**src/rtl/conva_wb_loader.sv**
```systemverilog
`default_nettype none
// ============================================================================
// Module   : conva_wb_loader
// Purpose  : Streams conv-layer weights into each unit's weight memory in
//            turn, then the biases into the bias memory, driving the
//            datapath's RISC-V load port from a valid/ready word stream.
// Revision : 1.0 - initial release
// ============================================================================
module conva_wb_loader #(
  parameter int DATA_WIDTH        = 32,
  parameter int ADDRESS_BITS      = 15,
  parameter int KERNAL_SIZE       = 5,
  parameter int NUMBER_OF_FILTERS = 120,
  parameter int IFM_DEPTH         = 16,
  parameter int NUMBER_OF_UNITS   = 3
) (
  input  logic                       clk,
  input  logic                       reset,
  input  logic                       load_start,
  input  logic                       load_abort,
  input  logic [DATA_WIDTH-1:0]      s_data,
  input  logic                       s_valid,
  output logic                       s_ready,
  output logic [DATA_WIDTH-1:0]      riscv_data,
  output logic [ADDRESS_BITS-1:0]    riscv_address,
  output logic [NUMBER_OF_UNITS-1:0] wm_enable_write,
  output logic                       bm_enable_write,
  output logic                       wm_addr_sel,
  output logic                       bm_addr_sel,
  output logic                       busy,
  output logic                       done
);

  // Each unit holds ceil(depth/units) input channels worth of kernels.
  localparam int DEPTH_PER_UNIT = (IFM_DEPTH + NUMBER_OF_UNITS - 1) / NUMBER_OF_UNITS;
  localparam int WORDS_PER_UNIT = KERNAL_SIZE * KERNAL_SIZE * NUMBER_OF_FILTERS * DEPTH_PER_UNIT;
  localparam int UNIT_BITS      = (NUMBER_OF_UNITS > 1) ? $clog2(NUMBER_OF_UNITS) : 1;
  localparam int WORD_BITS      = (WORDS_PER_UNIT > 1) ? $clog2(WORDS_PER_UNIT) : 1;
  localparam int BIAS_BITS      = (NUMBER_OF_FILTERS > 1) ? $clog2(NUMBER_OF_FILTERS) : 1;

  localparam logic [WORD_BITS-1:0] WORD_LAST = WORD_BITS'(WORDS_PER_UNIT - 1);
  localparam logic [UNIT_BITS-1:0] UNIT_LAST = UNIT_BITS'(NUMBER_OF_UNITS - 1);
  localparam logic [BIAS_BITS-1:0] BIAS_LAST = BIAS_BITS'(NUMBER_OF_FILTERS - 1);

  typedef enum logic [1:0] {
    S_IDLE   = 2'd0,
    S_LOAD_W = 2'd1,
    S_LOAD_B = 2'd2,
    S_DONE   = 2'd3
  } state_t;

  state_t                     r_state;
  logic [WORD_BITS-1:0]       r_word_cnt;
  logic [UNIT_BITS-1:0]       r_unit_cnt;
  logic [BIAS_BITS-1:0]       r_bias_cnt;
  logic [NUMBER_OF_UNITS-1:0] w_unit_onehot;
  logic                       w_accept;

  // s_ready is only ever high in the two load states, so it doubles as the
  // "handshake allowed" qualifier.
  assign w_accept = s_valid && s_ready;

  // Decode the current unit into its weight-memory write strobe.
  generate
    for (genvar gi = 0; gi < NUMBER_OF_UNITS; gi++) begin : g_unit_onehot
      assign w_unit_onehot[gi] = (r_unit_cnt == UNIT_BITS'(gi));
    end
  endgenerate

  // Load sequencer: handshake, address counters and all registered outputs.
  always_ff @(posedge clk or negedge reset) begin
    if (!reset) begin
      r_state         <= S_IDLE;
      r_word_cnt      <= '0;
      r_unit_cnt      <= '0;
      r_bias_cnt      <= '0;
      s_ready         <= 1'b0;
      riscv_data      <= '0;
      riscv_address   <= '0;
      wm_enable_write <= '0;
      bm_enable_write <= 1'b0;
      wm_addr_sel     <= 1'b1;
      bm_addr_sel     <= 1'b1;
      busy            <= 1'b0;
      done            <= 1'b0;
    end else begin
      // Strobes and done are single-cycle pulses unless re-armed below.
      wm_enable_write <= '0;
      bm_enable_write <= 1'b0;
      done            <= 1'b0;

      case (r_state)
        S_IDLE: begin
          // A start request outranks a coincident abort here.
          if (load_start) begin
            r_state     <= S_LOAD_W;
            r_word_cnt  <= '0;
            r_unit_cnt  <= '0;
            r_bias_cnt  <= '0;
            s_ready     <= 1'b1;
            busy        <= 1'b1;
            wm_addr_sel <= 1'b0;
            bm_addr_sel <= 1'b0;
          end
        end

        S_LOAD_W: begin
          if (load_abort) begin
            // Any beat taken this cycle is dropped without a write.
            r_state     <= S_IDLE;
            r_word_cnt  <= '0;
            r_unit_cnt  <= '0;
            s_ready     <= 1'b0;
            busy        <= 1'b0;
            wm_addr_sel <= 1'b1;
            bm_addr_sel <= 1'b1;
          end else if (w_accept) begin
            riscv_data      <= s_data;
            riscv_address   <= ADDRESS_BITS'(r_word_cnt);
            wm_enable_write <= w_unit_onehot;
            if (r_word_cnt == WORD_LAST) begin
              r_word_cnt <= '0;
              if (r_unit_cnt == UNIT_LAST) begin
                // Ready stays high so the first bias beat follows directly.
                r_unit_cnt <= '0;
                r_bias_cnt <= '0;
                r_state    <= S_LOAD_B;
              end else begin
                r_unit_cnt <= r_unit_cnt + 1'b1;
              end
            end else begin
              r_word_cnt <= r_word_cnt + 1'b1;
            end
          end
        end

        S_LOAD_B: begin
          if (load_abort) begin
            r_state     <= S_IDLE;
            r_bias_cnt  <= '0;
            s_ready     <= 1'b0;
            busy        <= 1'b0;
            wm_addr_sel <= 1'b1;
            bm_addr_sel <= 1'b1;
          end else if (w_accept) begin
            riscv_data      <= s_data;
            riscv_address   <= ADDRESS_BITS'(r_bias_cnt);
            bm_enable_write <= 1'b1;
            if (r_bias_cnt == BIAS_LAST) begin
              // done coincides with the final bias write strobe.
              r_bias_cnt <= '0;
              r_state    <= S_DONE;
              s_ready    <= 1'b0;
              done       <= 1'b1;
            end else begin
              r_bias_cnt <= r_bias_cnt + 1'b1;
            end
          end
        end

        S_DONE: begin
          // Hand the memory address muxes back to the datapath.
          r_state     <= S_IDLE;
          busy        <= 1'b0;
          wm_addr_sel <= 1'b1;
          bm_addr_sel <= 1'b1;
        end

        default: begin
          r_state <= S_IDLE;
        end
      endcase
    end
  end

endmodule
`default_nettype wire

```
**config.mk**
```make
export PLATFORM = sky130hd
export DESIGN_NAME = conva_wb_loader
export DESIGN_NICKNAME = d
export VERILOG_FILES = /design/src/rtl/conva_wb_loader.sv
export SDC_FILE = /design/constraint.sdc
export NUM_CORES = 1
export LEC_CHECK = 0
export CORE_ASPECT_RATIO = 0.7
export CORE_MARGIN = 8
export CORE_UTILIZATION = 35
export CTS_CLUSTER_SIZE = 24
export DETAILED_ROUTE_END_ITERATION = 7
export PLACE_DENSITY = 0.73
export REMOVE_ABC_BUFFERS = 1
export SLEW_MARGIN = 25
export SYNTH_ARGS = -nofsm -noshare
export SYNTH_HDL_FRONTEND = slang
export SYNTH_SLANG_ARGS = --single-unit
```
**constraint.sdc**
```tcl
create_clock -name clk -period 2.07 [get_ports clk]
set_clock_uncertainty 0.05 [all_clocks]
set_input_delay 0.3105 -clock clk [delete_from_list [all_inputs] [get_ports clk]]
set_output_delay 0.3105 -clock clk [all_outputs]
set_load 0.05 [all_outputs]
```
==> results of run 1 <==
[power breakdown]
part	internal [uW]	switching [uW]	leakage (uW)
sequential	2000	224	0.00105
combinational	1280	2130	0.00105
clock	1180	606	0.000164
total	4460	2960	0.00226
[area by class of cell]
type,count,share of cell area
clock buffer,11,0.0441
clock inverter,5,0.0197
inverter,12,0.00853
multi-input combinational,201,0.289
sequential,81,0.384
tap,132,0.0313
timing repair buffer,124,0.224
[repair_timing]
action                                 in CTS  in global routing
hold buffers                                1                  0
endpoints found under the hold margin      35                  0
setup buffers                               0                  1
setup endpoints to repair                   0                 21
resized for setup                           0                  9
[critical path, delay by kind of cell (launching register included)]
family / cells / cell delay, ns
simple gates: 2 / 0.70
fa+ha+maj: 1 / 0.23
flops: 1 / 0.44
mux: 1 / 0.12
compound gates: 2 / 0.28
buf+inv: 1 / 0.10
[per-layer routing]
metal,global-route usage,vias up,part of all wire
li1,-,1337,-
met1,0.181,1387,0.47
met2,0.206,81,0.46
met3,0.0466,10,0.061
met4,0.0444,0,0.012
met5,0,-,0
[sequential cells by signal (all words and copies together), names as in the netlist]
register	count
riscv_data	32
r_word_cnt	15
riscv_address	15
r_bias_cnt	7
wm_enable_write	3
r_state	2
r_unit_cnt	2
bm_addr_sel	1
bm_enable_write	1
busy	1
done	1
s_ready	1
[cells in the final DEF (no fill, tap or decap), types with 5 or more instances in the layout]
| cell | n |
|---|---|
| inv_1 | 11 |
| clkdlybuf4s50_1 | 89 |
| o21ai_0 | 12 |
| mux2_2 | 32 |
| nand2_1 | 18 |
| nor2_1 | 20 |
| nand3_1 | 9 |
| o21ai_1 | 11 |
| a21oi_1 | 7 |
| mux2i_1 | 9 |
| nor2b_1 | 5 |
| clkbuf_16 | 9 |
| xnor2_1 | 5 |
| nand2b_1 | 6 |
| a22o_1 | 8 |
| buf_4 | 32 |
| dfrtp_1 | 79 |
[logic make-up after synthesis]
logic type | count (synthesis) | synth area share
mux | 41 | 0.124
buf+inv | 26 | 0.0324
simple gates | 90 | 0.135
fa+ha+maj | 6 | 0.0207
flops | 81 | 0.559
compound gates | 56 | 0.110
xor+xnor | 8 | 0.0193
[Yosys cell counts, drive strengths merged, types with 2 or more instances]
cell type  count  area (um2)
o31ai          6        55.1
nand2         18        67.6
clkbuf         4        15.0
a21oi          7        35.0
xor2           3        26.3
a22o           8        70.1
or3            2        17.5
nor3           4        20.0
o21ai         23         115
nor2          20        75.1
nor2b          5        31.3
inv           12        45.0
nor4           7        56.3
ha             6        75.1
o32ai          2        17.5
a21o           2        15.0
nand4          4        25.0
and2           2        12.5
mux2i          9        90.1
mux2          32         360
nand2b         6        37.5
dfrtp         80        2000
xnor2          5        43.8
nor3b          2        15.0
and4           2        17.5
and3           3        18.8
nand3          9        45.0
buf           10        57.6
[per-stage QoR]
stage	cells	area, um2
6_report	566	5280
2_1_floorplan	294	3560
5_1_grt	566	5280
4_1_cts	565	5230
3_3_place_gp	548	4890
3_5_place_dp	548	4890
[worst max-delay path by stage]
stage                        from          endpoint
finish                 r_state[0]     r_word_cnt[5]
global placement       load_abort     r_word_cnt[5]
CTS                 r_bias_cnt[0]        r_state[1]
detailed placement        s_valid  riscv_address[9]
floorplan              r_state[0]  riscv_address[0]
global route           r_state[0]     r_word_cnt[5]
==> results.yml, run 1 <==
worst_hold_path:
  holdCritPathClass: "in -> async"
pwr:
  power_leakage_uw: 0.00226
  power_density_mw_per_mm2: 1410
  ir_drop_uv: 914
  fin_total_pwr_uw: 7420
synthesis:
  synth_cells: 308
  async_flop_share: 1.00
  ys_seq_area_frac: 0.559
  ys.flop_type: "dfrtp_1"
  synthDistinctLibCells: 50
  yosys_register_bits: 81
  syn_area_mm2: 0.00363
  synth_edf_count: 0
  yosys_warnings: 0
  avgSynthCellArea_um2: 11.8
setup_path:
  cp_cell_sequence: "inv_1, ha_2, mux2i_1, a21o_1, or3_4, or3_1, o21ai_1"
  reg2reg_to: "r_word_cnt[5]"
  worstSetupEndpointType: "register"
  worstRegToRegCells: 7
  r2r_setup_slack_ns: 0.07
  slowest_delay_ns: 0.44
  cp.required_ns: 2.29
  reg2reg_from: "r_state[0]"
  cp-start-kind: "register"
  cp_data_arrival_time_ns: 2.22
  path_max_fanout: 5
  timing.critical_path.slowest_stage_cell: "dfrtp_2"
  critPathKind: "reg -> reg"
routing:
  drt_iter0_drc: 132
  drt-total-wl_um: 9090
  ant_nets: 0
  routed_via_density: 4.97
  vias: 2815
  drc: 0
  routedWlPerCell_um: 16.1
  first_pass_iters: 5
clocking:
  clk_root_buffer_cell: "clkbuf_16"
  clk_pin_slew_ns: 0.06
  cts_tree: "built"
  cts_sinks: 81
  cts-htree-levels: 3
  cts_buffers: 9
  ctsLongestPathBuffers: 2
  clk_latency_ns: 0.34
timing:
  tns_ns: 0
  period_needed_ns: 2.00
  tightest_slew_ns: 0.571
  hold_viol_final: 0
  setup_violations: 0
  setup_ws_ns: 0.0712
  min_period_over_period: 0.966
  whs_ns: 0.424
  max_freq_mhz: 500
  final_max_slew_viol_count: 0
  slew_headroom: 0.617
placed_design:
  dp_hpwl_um: 6860
  portBuffers: 92
  dp_slack_ns: -0.145
  gp_congestion: 0.884
layout:
  n_fill_cell: 906
  ff_latch_area_mm2: 0.00203
  area_growth_pct: 45.5
  fin_nets: 472
  final_layout_size_suffix_gt1_frac: 0.226
  multi_input_area_mm2: 0.00152
  finish.utilization: 0.518
  antenna_cells: 0
run_status:
  run_status: "finished clean"
floorplanning:
  num_rows: 31
  start_util: 0.356
  die_width_um: 138
  dieArea_mm2: 0.0139
  io_pins: 93
  core_mm2: 0.0102
  dieHeight_um: 101
global_routing:
  grt_usage: 0.137
  grt_pass1_wl_um: 14900
  grt_pass1_vias: 2934
  grt-ovfl-total: 0
  grt_max_degree: 46
  antenna_found_initial: 0
job:
  cap_violations: 0
No activity file was read; power rests on OpenSTA's default activity.
==> run 2, diff against run 1 <==
Settings changed: CORE_UTILIZATION 35 to 44, PLACE_DENSITY 0.73 to 0.86, TNS_END_PERCENT set to 30.
==> run 2 against run 1 <==
Clock power fell by 17%. Count of clock-buffer cells in the layout unchanged. Total power shrank 3.0%. Utilization grew 14 points. Global-route usage is 4.4 points higher. Highest routed layer unchanged. Largest power group unchanged. First-iteration DRC count grew to 2.6 times the previous value. Sequential power about the same.
==> results.yml, run 2 (synthesized netlist as in run 1, its figures left out) <==
setup_path:
  path_max_fanout: 6
  cp.required_ns: 2.25
  worstRegToRegCells: 8
  cp_data_arrival_time_ns: 2.17
  r2r_setup_slack_ns: 0.07
  worstSetupEndpointType: "register"
  reg2reg_to: "r_word_cnt[10]"
  cp-start-kind: "register"
  reg2reg_from: "r_state[1]"
  critPathKind: "reg -> reg"
clocking:
  cts_buffers: 9
  clk_pin_slew_ns: 0.06
  clk_latency_ns: 0.34
  cts_sinks: 81
  cts-htree-levels: 3
  ctsLongestPathBuffers: 2
  cts_tree: "built"
  clk_root_buffer_cell: "clkbuf_16"
  cts_setup_buffers: 0
timing:
  hold_viol_final: 0
  setup_ws_ns: 0.0743
  tightest_slew_ns: 0.616
  period_needed_ns: 2.00
  max_freq_mhz: 501
  min_period_over_period: 0.964
  slew_headroom: 0.587
  setup_violations: 0
  final_max_slew_viol_count: 0
floorplanning:
  num_rows: 27
  io_pins: 93
  core_mm2: 0.00794
  start_util: 0.457
  dieHeight_um: 92.0
  dieArea_mm2: 0.0115
  die_width_um: 125
routing:
  vias: 2928
  first_pass_iters: 5
  routed_via_density: 5.45
  drt-total-wl_um: 10400
  ant_nets: 0
  drt_iter0_drc: 349
  routedWlPerCell_um: 19.3
  drc: 0
pwr:
  ir_drop_uv: 1250
  power_density_mw_per_mm2: 1380
  power_leakage_uw: 0.00224
layout:
  largestRegisters: "riscv_data: 32 flops, r_word_cnt: 15 flops, riscv_address: 15 flops"
  largest_reg_flops: 32
  mostFrequentLayoutCells: "clkdlybuf4s50_1, dfrtp_1, buf_4"
  area_growth_pct: 43.7
  antenna_cells: 0
  final_common_cell: "clkdlybuf4s50_1"
  n_fill_cell: 579
  final_layout_size_suffix_gt1_frac: 0.236
  finish.utilization: 0.657
  regMostFlops: "riscv_data"
  fin_nets: 474
job:
  cap_violations: 0
run_status:
  run_status: "finished clean"
global_routing:
  grt_usage: 0.180
  grt_max_degree: 36
  grt-ovfl-total: 0
  grt_pass1_wl_um: 16500
  antenna_found_initial: 0
  grt_pass1_vias: 3027
worst_hold_path:
  whs_endpoint: "wm_enable_write[0]"
  holdCritPathClass: "reg -> reg"
  worstHoldStart: "r_unit_cnt[0]"
  holdPathStages: 1
placed_design:
  gp_congestion: 0.897
  dp_slack_ns: -0.123
  dp_hpwl_um: 7600
  portBuffers: 92
## run 2: through the flow
step / cells / TNS [ns] / area (um2) / hold WS, ns / power [uW]
floorplan: 294 / -10.09 / 3560 / -0.0351 / 4370
global placement: 520 / 0 / 4880 / 0.247 / 5590
detailed placement: 520 / -0.238 / 4880 / 0.250 / 5680
CTS: 537 / 0 / 5180 / 0.406 / 7190
global route: 537 / -0.000679 / 5220 / 0.432 / 7510
finish: 537 / 0 / 5220 / 0.403 / 7200
## run 2: critical path, cell delays in order (launching register included)
cell	delay, ns
dfrtp_1	0.39
inv_1	0.13
ha_4	0.20
nor2b_2	0.17
a21o_1	0.21
buf_4	0.17
nor4_2	0.34
xnor2_1	0.16
nor2_1	0.06
## run 2: final cells by class
type / instances / area (um2) / share of cell area
flip-flops and latches: 81 / 2030 / 0.389
multi-input cells: 201 / 1530 / 0.294
repair buffers: 126 / 1210 / 0.232
clock buffers: 11 / 243 / 0.0465
well taps: 101 / 126 / 0.0242
inverters: 12 / 45.0 / 0.00863
clock inverters: 5 / 31.3 / 0.00600
## run 2: worst max path at each step
stage / startpoint / end / slack (ns) / cells past startpoint
after floorplan: r_state[0] / riscv_address[0] / -0.52 / 5
after global placement: load_abort / r_state[0] / 0.05 / 7
after detailed placement: load_start / r_word_cnt[10] / -0.12 / 7
after CTS: r_state[0] / r_word_cnt[10] / 0.07 / 8
after global routing: r_state[1] / r_word_cnt[14] / -0.0007 / 8
final: r_state[1] / r_word_cnt[10] / 0.07 / 8
## run 2: per-layer routing
metal / routed length, um / global-route usage
met5: 0 / 0
met4: 193 / 0.0709
met1: 4250 / 0.214
met3: 671 / 0.0558
met2: 5240 / 0.302
## run 2: report_power, final
part	total, uW	internal (uW)	switching (uW)
combinational	3490	1300	2190
sequential	2240	2000	239
clock	1470	840	631
total	7200	4140	3060
## run 2: timing repair
action	in CTS	in global routing
hold buffers	1	0
endpoints found under the hold margin	33	0
pin swaps	0	0
gates resized for setup	2	9
setup endpoints to repair	2	22
==> run 3, diff against run 2 <==
Settings changed: CORE_MARGIN 8 to 5, SETUP_SLACK_MARGIN set to 0.4.
==> run 3 against run 2 <==
Sequential power about the same. Largest cell class unchanged. Highest routed layer unchanged. Critical endpoint is now r_word_cnt[5]. Die area is 11% lower. Sequential cell count is the same. Total power is 11% higher. Critical path depth fell by 2. Non-clock buffer count is 12 higher.
==> results.yml, run 3 (synthesized netlist as in run 1, its figures left out) <==
pwr:
  intPower_uw: 4730
  pwr-share-comb: 0.490
  ir_drop_uv: 1190
  p_seq_frac: 0.283
  power_density_mw_per_mm2: 1400
  p_sw_uw: 3290
  clockPowerShare: 0.227
  power_leakage_uw: 0.00247
  swShare: 0.411
floorplanning:
  num_rows: 27
  dieHeight_um: 86.0
  start_util: 0.457
  io_pins: 93
  core_mm2: 0.00794
  dieArea_mm2: 0.0102
  die_width_um: 119
clocking:
  cts-htree-levels: 3
  cts_sinks: 81
  cts_tree: "built"
  clk_latency_ns: 0.34
  clk_pin_slew_ns: 0.06
  clk_root_buffer_cell: "clkbuf_16"
  ctsLongestPathBuffers: 2
  cts_buffers: 9
setup_path:
  r2r_setup_slack_ns: 0.08
  worstSetupEndpointType: "register"
  worstSetupPathDepth: 6
  reg2reg_from: "r_word_cnt[0]"
  cp.required_ns: 2.29
  path_buf_inv: 0
  path_max_fanout: 6
  cp-start-kind: "register"
  cp_common_cell: "or3_4"
  cp_data_arrival_time_ns: 2.21
  worstSetupStartpoint: "r_word_cnt[0]"
  slowest_delay_ns: 0.42
  critPathKind: "reg -> reg"
  reg2reg_to: "r_word_cnt[5]"
  cp_cell_sequence: "ha_2, and3_4, and4_4, or3_4, or3_4, o21ai_2"
  critPathTopFamily: "simple AND/OR/NAND/NOR gates"
  worstRegToRegCells: 6
  timing.critical_path.slowest_stage_cell: "dfrtp_1"
routing:
  met3WireLength_um: 914
  met1Wirelength_um: 4910
  routed_via_density: 5.78
  first_pass_iters: 6
  vias: 3169
  drc: 0
  ant_nets: 0
  drt_iter0_drc: 244
  wl_met2_um: 6320
  routedWlPerCell_um: 23.1
  routed.top_layer: "met4"
  drt-total-wl_um: 12700
layout:
  final_cells: 548
  area_growth_pct: 58.1
  largestRegisters: "riscv_data: 32 flops, r_word_cnt: 15 flops, riscv_address: 15 flops"
  final_layout_size_suffix_gt1_frac: 0.338
  n_fill_cell: 466
  mostFrequentLayoutCells: "clkdlybuf4s50_1, dfrtp_1, buf_4"
  final_common_cell: "clkdlybuf4s50_1"
  largest_reg_flops: 32
  antenna_cells: 0
  fin_nets: 486
  regMostFlops: "riscv_data"
  stdcell_area_mm2: 0.00574
timing:
  max_freq_mhz: 504
  final_max_slew_viol_count: 0
  slew_headroom: 0.604
  hold_viol_final: 0
  setup_violations: 0
  min_period_over_period: 0.959
  rsz0062_at_grt: "true"
  tightest_slew_ns: 0.594
  period_needed_ns: 1.99
global_routing:
  antenna_found_initial: 0
  grt_pass1_wl_um: 18300
  grt_max_degree: 45
  grt_pass1_vias: 3318
  grt-ovfl-total: 0
  grt_usage: 0.231
job:
  cap_violations: 0
worst_hold_path:
  worstHoldStart: "r_unit_cnt[0]"
  holdCritPathClass: "reg -> reg"
  holdPathStages: 1
  whs_endpoint: "wm_enable_write[0]"
run_status:
  run_status: "finished clean"
placed_design:
  dp_hpwl_um: 7090
  dp.cells: 511
  dpl_cell_area_mm2: 0.00483
  gp_congestion: 0.858
  portBuffers: 92
[run 3: area by class of cell]
type	instances	area (um2)	area share
clock buffer	10	239	0.0416
clock inverter	5	104	0.0181
inverter	12	45.0	0.00785
multi-input combinational	201	1780	0.311
sequential	81	2030	0.354
tap	101	126	0.0220
timing repair buffer	138	1410	0.246
[run 3: how the worst max path moves through the flow]
stage | end | slack, ns
after global placement | r_word_cnt[5] | 0.03
after global routing | r_word_cnt[14] | 0.04
after detailed placement | r_bias_cnt[4] | -0.02
after floorplan | riscv_address[0] | -0.52
after CTS | r_word_cnt[5] | 0.15
final | r_word_cnt[5] | 0.08
[run 3: power groups by stage]
stage / logic, uW / registers [uW] / clock network [uW]
global placement: 3380 / 2220 / 0
CTS: 3690 / 2250 / 1840
detailed placement: 3440 / 2260 / 0
finish: 3930 / 2270 / 1820
floorplan: 784 / 3580 / 0
global route: 4070 / 2320 / 1910
[run 3: repair_timing]
action,4_1_cts,5_1_grt
buffers inserted,11,6
gates resized for setup,59,27
endpoints found under the setup margin,130,126
hold buffers,1,0
hold endpoints to repair,42,0
pin swaps,18,4
gates cloned,3,1
[run 3: worst register-to-register path, delay by kind of cell (launching register included)]
kind                     cells  cell delay [ns]
adder cells (fa/ha/maj)      1             0.23
flip-flops                   1             0.42
AND/OR/NAND/NOR              4             1.17
AO/OA/AOI/OAI                1             0.06
[run 3: per-layer routing]
metal,track usage,up-vias
met4,0.103,0
met1,0.288,1566
met2,0.386,177
met3,0.0534,53
met5,0,-
li1,-,1373
[run 3: through the flow]
| step | TNS (ns) | setup WS, ns | hold WS (ns) | total power (uW) | utilization |
|---|---|---|---|---|---|
| 2_1_floorplan | -10.09 | -0.521 | -0.0351 | 4370 | - |
| 3_3_place_gp | 0 | 0.0299 | 0.295 | 5600 | 0.609 |
| 3_5_place_dp | -0.0753 | -0.0244 | 0.301 | 5700 | 0.609 |
| 4_1_cts | 0 | 0.152 | 0.414 | 7780 | 0.695 |
| 5_1_grt | 0 | 0.0416 | 0.433 | 8300 | 0.723 |
| 6_report | 0 | 0.0842 | 0.412 | 8020 | 0.723 |
